### config.mk
export PLATFORM = sky130hd
export DESIGN_NAME = dir_display_seq
export DESIGN_NICKNAME = d
export VERILOG_FILES = /design/src/rtl/dir_display_seq.sv
export SDC_FILE = /design/constraint.sdc
export NUM_CORES = 1
export LEC_CHECK = 0
export BUFFER_PORTS_ARGS = -buffer_cell sky130_fd_sc_hd__buf_2
export CORE_MARGIN = 1.5
export CORE_UTILIZATION = 44
export CTS_CLUSTER_DIAMETER = 200
export DETAILED_ROUTE_END_ITERATION = 12
export PLACE_DENSITY = 0.84
export REMOVE_ABC_BUFFERS = 1
export SLEW_MARGIN = 40
export SYNTH_ARGS = -nofsm -noshare
export SYNTH_HDL_FRONTEND = slang
export SYNTH_SLANG_ARGS = --single-unit
### constraint.sdc
create_clock -name clk -period 1.7 [get_ports clk]
set_input_delay 0.17 -clock clk [delete_from_list [all_inputs] [get_ports clk]]
set_output_delay 0.17 -clock clk [all_outputs]
set_load 0.01 [all_outputs]
### src/rtl/dir_display_seq.sv
// Direction glyph display sequencer: OFF / STEADY / BLINK FSM with registered outputs.
// Define DIR_DISPLAY_BLINK_EN to enable blinking after a direction change.
module dir_display_seq #(
  parameter int NUM_DIGITS   = 4,
  parameter int BLINK_CYCLES = 25_000_000,
  parameter int BLINK_COUNT  = 3,
  parameter int CNT_W        = 8
) (
  input  logic                    clk,
  input  logic                    rst_n,
  input  logic                    enable,
  input  logic [1:0]              direc,
  input  logic                    dir_valid,
  output logic [7*NUM_DIGITS-1:0] hex,
  output logic                    busy,
  output logic [CNT_W-1:0]        dir_changes
);

  if (NUM_DIGITS < 4 || NUM_DIGITS > 8 || BLINK_CYCLES < 1 || BLINK_COUNT < 1 || CNT_W < 1)
  begin : g_param_check
    $error("dir_display_seq: parameter out of range");
  end

  typedef enum logic [1:0] {S_OFF, S_STEADY, S_BLINK} state_t;

  state_t                  r_state, w_state_nx;
  logic [1:0]              r_cur_dir, w_dir_nx;
  logic [7*NUM_DIGITS-1:0] r_hex, w_hex_nx;
  logic [CNT_W-1:0]        r_cnt;
  logic                    w_change, w_inc, w_show;

`ifdef DIR_DISPLAY_BLINK_EN
  localparam int TMR_W  = (BLINK_CYCLES > 1) ? $clog2(BLINK_CYCLES) : 1;
  localparam int PAIR_W = (BLINK_COUNT  > 1) ? $clog2(BLINK_COUNT)  : 1;

  logic [TMR_W-1:0]  r_tmr, w_tmr_nx;
  logic [PAIR_W-1:0] r_pair, w_pair_nx;
  logic              r_phase, w_phase_nx;
  logic              r_busy;
`endif

  assign w_change = dir_valid && (direc != r_cur_dir);

  always_comb begin
    w_state_nx = r_state;
    w_dir_nx   = r_cur_dir;
    w_inc      = 1'b0;
`ifdef DIR_DISPLAY_BLINK_EN
    w_tmr_nx   = r_tmr;
    w_pair_nx  = r_pair;
    w_phase_nx = r_phase;
`endif
    if (!enable) begin
      w_state_nx = S_OFF;
    end else begin
      case (r_state)
        S_OFF: begin
          w_state_nx = S_STEADY;
          w_dir_nx   = direc;
        end
        S_STEADY: begin
          if (w_change) begin
            w_dir_nx = direc;
            w_inc    = 1'b1;
`ifdef DIR_DISPLAY_BLINK_EN
            w_state_nx = S_BLINK;
            w_tmr_nx   = '0;
            w_pair_nx  = '0;
            w_phase_nx = 1'b0;
`endif
          end
        end
`ifdef DIR_DISPLAY_BLINK_EN
        S_BLINK: begin
          if (w_change) begin
            w_dir_nx   = direc;
            w_inc      = 1'b1;
            w_tmr_nx   = '0;
            w_pair_nx  = '0;
            w_phase_nx = 1'b0;
          end else if (r_tmr == TMR_W'(BLINK_CYCLES - 1)) begin
            // End of a half-period: on->off, or off->next pair / back to STEADY
            w_tmr_nx = '0;
            if (!r_phase) begin
              w_phase_nx = 1'b1;
            end else begin
              w_phase_nx = 1'b0;
              if (r_pair == PAIR_W'(BLINK_COUNT - 1)) begin
                w_state_nx = S_STEADY;
                w_pair_nx  = '0;
              end else begin
                w_pair_nx = r_pair + 1'b1;
              end
            end
          end else begin
            w_tmr_nx = r_tmr + 1'b1;
          end
        end
`endif
        default: w_state_nx = S_OFF;
      endcase
    end
  end

  always_comb begin
    w_show = (w_state_nx == S_STEADY);
`ifdef DIR_DISPLAY_BLINK_EN
    if (w_state_nx == S_BLINK && !w_phase_nx) w_show = 1'b1;
`endif
    w_hex_nx = '1;
    if (w_show) begin
      case (w_dir_nx)
        2'b00: w_hex_nx[20:14] = 7'b0001110;
        2'b01: w_hex_nx[27:21] = 7'b0000011;
        2'b10: w_hex_nx[13:7]  = 7'b1000111;
        2'b11: w_hex_nx[6:0]   = 7'b0101111;
      endcase
    end
  end

  always_ff @(posedge clk) begin
    if (!rst_n) begin
      r_state   <= S_OFF;
      r_cur_dir <= 2'b00;
      r_hex     <= '1;
      r_cnt     <= '0;
    end else begin
      r_state   <= w_state_nx;
      r_cur_dir <= w_dir_nx;
      r_hex     <= w_hex_nx;
      if (w_inc && r_cnt != '1) r_cnt <= r_cnt + 1'b1;
    end
  end

`ifdef DIR_DISPLAY_BLINK_EN
  always_ff @(posedge clk) begin
    if (!rst_n) begin
      r_tmr   <= '0;
      r_pair  <= '0;
      r_phase <= 1'b0;
      r_busy  <= 1'b0;
    end else begin
      r_tmr   <= w_tmr_nx;
      r_pair  <= w_pair_nx;
      r_phase <= w_phase_nx;
      r_busy  <= (w_state_nx == S_BLINK);
    end
  end

  assign busy = r_busy;
`else
  assign busy = 1'b0;
`endif

  assign hex         = r_hex;
  assign dir_changes = r_cnt;

endmodule

-- Word level (Yosys, flattened, before mapping)
Cells that the tools add are included.
- eq/ne operators: 7
- add/sub/neg operators: 1
- multiplexer cells: 12
- reduce and logical (&&, ||, !) cells: 5
- operators with widths (cell ; number):
    7-bit two-way mux ; 3
    8-bit by 1-bit adder with 8-bit output (second input constant) ; 1
    8-bit != test (second input constant) ; 1
    2-bit one-hot mux with 2 select lines ; 2
    2-bit by 1-bit == test with 1-bit output (second input constant) ; 3
    2-bit two-way mux ; 3
    6-bit two-way mux ; 1
    2-bit == test (second input constant) ; 2
    2-bit logical NOT ; 2
    1-bit two-way mux ; 3
    1-bit logical AND ; 2
    2-bit != test ; 1
    2-bit AND reduction ; 1
- bits in registers: 40
- bits of input ports: 6
- output and inout bits: 37
- logic and storage cells: 29

-- Longest topological paths before layout
- word-level depth: 7
- gate-level depth with buffers: 5
- mapped depth without buffers: 5

-- Worst setup path before layout
OpenSTA, ideal clock, no wires.
- path type: reg2reg
- start point: register r_cnt[0], in the netlist dir_changes[0]
- end point: register r_cnt[4], in the netlist dir_changes[4]
- required time: 1628 ps
- path buffers: 0
- stages on the path, launching flop included: 6
- slack: 272 ps
- library setup time: 72 ps
- arrival time: 1356 ps
- clock period less this slack: 1428 ps
- path through: dfxtp_1 -> ha_1 -> nand3_1 -> nor2_1 -> or4_1 -> a21oi_1
- cells in the longest elaborated chain, start to end: 2
- elaborated cells between the ends (all ways): 3
- classes of those cells: add/sub: 1; eq/ne: 1; reduce/logical: 1
- ends and longest elaborated chain (what ; RTL line ; source):
    from (decl) ; 29 ; logic [CNT_W-1:0] r_cnt;
    from (signal assigned) ; 131 ; if (w_inc && r_cnt != '1) r_cnt <= r_cnt + 1'b1;
    parallel branches: the longest is 2 deep, another holds 8-bit by 1-bit adder with 8-bit output ; - ;
Several ways; the timed one is not identified.
A chain may end at the register's enable or synchronous reset.

-- Worst setup path after layout
Ends and elaborated chain as after synthesis.

==> parameters.txt <==
Parameter                              Value

Outcome
  Outcome ... finished clean

Power and ir drop
  Net switching power figure ... 168 uW
  Switching power as a share of total power ... 24.0%
  Combinational Power Share ... 8.6%
  Cell-internal power ... 532 uW
  Lkg Pwr ... 0.392 nW
  Ratio of total power to cell area ... 738 nW/um^2
  Portion of total power attributed to the clock network ... 36.3%
  Part of the power in registers ... 55.1%
  Peak ir drop on the vdd network ... 0.000364 V

Synthesis
  Portion of the post-synthesis area used by sequential elements ... 36.9%
  Leading post-synthesis cells by cell area ... dfxtp_1 37%, buf_4 22%, mux2i_1 3.5%
  Post-Synthesis Mean Instance Area ... 8.94 um^2
  Number of register bits inferred by synthesis ... 16
  Library cell occupying the most area in the post-synthesis netlist ... dfxtp_1
  Number of warnings issued by yosys ... 0
  Syn Std Cell Area ... 867 um^2
  Cells after synthesis ... 97
  Share of the synthesized area in the top cell type ... 36.9%
  Number of distinct library cell variants in the gate-level netlist after synthesis ... 30

Final layout
  Commonest non-fill, non-tap cell in the layout ... buf_2
  Number of nets in the layout ... 126
  Most frequent cells in the layout ... 27 x buf_2, 16 x conb_1, 16 x dfxtp_1
  Area growth from synthesis to final layout ... 9.24%
  Count of inserted antenna diode cells ... 0
  Fraction of final layout cells sized beyond drive strength 1 ... 30.5%
  Summed area of non-filler cells in the final layout ... 947 um^2
  Non-filler instance count after layout ... 143

Routing
  DR WL/cell ... 11.1 um
  Post-detailed-route count of antenna-violating nets ... 0
  DRC errors left ... 0
  DR vias/cell ... 5.01
  Number of vias in the routed layout ... 717
  Initial DRC Count ... 26
  Routed wire length ... 1.58 mm
  Total iterations of the first detailed-routing run ... 4

Timing
  Final cycle utilization of the critical path ... 92.5%
  Worst clock skew ... 0.00519 ns
  RSZ-0062 raised after global routing ... false
  Number of max-slew violations in the final report ... 0
  Crit path time final ... 1.57 ns
  Highest attainable clock frequency ... 636 MHz
  Final setup violating endpoints ... 0
  Setup tns final ... 0 ns
  Number of failing hold endpoints at the final stage ... 0

Placed design
  Number of cells after detailed placement ... 139
  Final weighted congestion in routability-driven placement ... 0.751
  Buffers on Ports ... 27
  Estimated wirelength of the detail-placed design ... 1.12 mm
  Post-placement cell area ... 908 um^2

Floorplanning
  Height of the die ... 47.4 um
  Floorplan die width ... 47.4 um
  Full die area ... 2250 um^2
  Initial core utilization ... 48.6%
  Core region area ... 1780 um^2
  Placement row count ... 15
  Number of placed I/O pins ... 43

Clocking
  Sink count of the clock tree ... 16
  Clock network latency to the later pin of the worst-skew pair ... 0.29 ns
  CTS H-tree depth ... 1
  Setup fix buffers added after clock tree synthesis ... 0
  Buffers from clock root to sink, at most ... 2
  Clock transition time at the flip-flop clock pins of the worst setup and hold paths ... 0.09 ns
  Clk Tree Root Cell ... clkbuf_4
  TritonCTS buffer count ... 3
  TritonCTS clock tree ... built

Critical path
  Max FO, Critical Path ... 7
  Cell breakdown of the critical path ... ha_1 > nand3_1 > nor2_1 > or4_1 > a21oi_1
  Critical path endpoint category ... register
  Worst setup path category ... register to register
  Element type at the critical path start ... register
  Cell family with most CP delay ... simple AND/OR/NAND/NOR gates
  Delay of the slowest cell on the worst path ... 0.48 ns
  Critical-path cell with the highest stage delay ... or4_1
  Buffers plus inverters on the worst setup path ... 0
  Critical path data required time ... 1.93 ns
  Data arrival time at the worst-slack endpoint ... 1.80 ns

Global route
  GRT Total Usage ... 15.1%
  Maximum number of pins on one net before global-route repair ... 10
  Number of antenna violations at the first check in global routing ... 0
  Grt ovf ... 0
  Global-route wire length before repair ... 2.30 mm
  Number of global-route vias before repair ... 542

Hold path
  Worst min path class ... primary input to register

Run
  # Max-Cap Violations ... 0
## Yosys cell counts
cell,number
a211oi_1,1
a21oi_1,5
and2_1,2
and3_1,1
buf_2,1
buf_4,25
clkinv_1,1
conb_1,2
dfxtp_1,16
ha_1,1
inv_1,1
mux2i_1,3
nand2_1,4
nand2b_1,2
nand3_1,4
nand4_1,1
nor2_1,3
nor2b_1,4
nor3_1,1
o2111ai_2,1
o211ai_1,1
o21ai_0,2
o21ba_2,1
o21bai_1,1
o311ai_0,1
o31ai_1,4
o41ai_1,1
or3_1,2
or4_1,3
xor2_1,2
## cell type report
class,count,area (um^2)
Clock buffer,4,36.3
Fill cell,174,836
Inverter,2,7.51
Multi-Input combinational cell,67,402
Sequential cell,16,320
Tap cell,25,31.3
Timing Repair Buffer,29,150
## worst register-to-register path, cell delays in order, from the launching register on
cell	delay, ns
dfxtp_1	0.35
ha_1	0.26
nand3_1	0.14
nor2_1	0.12
or4_1	0.48
a21oi_1	0.14
## metrics by stage
| stage | worst slack [ns] | power [mW] | hold slack, ns | util, % |
|---|---|---|---|---|
| after detailed placement | 0.146 | 0.453 | 0.476 | 50.9 |
| after CTS | 0.0855 | 0.704 | 0.166 | 53.0 |
| after floorplan | 0.174 | 0.433 | 0.316 | - |
| after global placement | 0.223 | 0.451 | 0.462 | 50.9 |
| after global routing | 0.0272 | 0.729 | 0.182 | 53.1 |
| final | 0.127 | 0.699 | 0.179 | 53.1 |
## final timing paths
| kind | startpoint | end | slack [ns] | depth (start not counted) |
|---|---|---|---|---|
| worst max-delay path | dir_changes[0] | dir_changes[4] | 0.13 | 5 |
| worst min-delay path | direc[0] | r_cur_dir[0] | 0.18 | 3 |
| worst max register to register | dir_changes[0] | dir_changes[4] | 0.13 | 5 |
| worst min register to register | dir_changes[6] | dir_changes[6] | 0.51 | 1 |
## kinds of logic after synthesis
group / after synthesis / share of synthesized area [%]
AND/OR/NAND/NOR: 27 / 17.2
XOR/XNOR: 2 / 2.02
other: 2 / 0.866
AO/OA/AOI/OAI: 18 / 15.0
adder cells (fa/ha/maj): 1 / 1.44
flip-flops: 16 / 36.9
buffers and inverters: 28 / 23.1
multiplexers: 3 / 3.46
## what timing repair did
item	CTS	global route
hold buffers	0	0
resized for setup	0	2
setup endpoints to repair	0	2
## layer usage
layer  GRT usage [%]  vias to the layer above  part of all wire (%)
met5               0                        -                     0
met1            19.4                      325                    42
met2            23.0                       46                    46
li1                -                      341                     -
met3            2.69                        5                   9.0
met4            10.0                        0                   2.9
## power by group through the flow
stage | logic, mW | registers, mW | clock network [mW]
floorplan | 0.0350 | 0.398 | 0
global placement | 0.0579 | 0.394 | 0
detailed placement | 0.0587 | 0.394 | 0
CTS | 0.0590 | 0.386 | 0.259
global route | 0.0678 | 0.387 | 0.274
finish | 0.0601 | 0.386 | 0.254
## state kept, by name, summed over array words and instances (netlist names)
name,cells
r_state,2
hex,4
dir_changes,8
r_cur_dir,2
No activity file was read; power rests on OpenSTA's default activity.
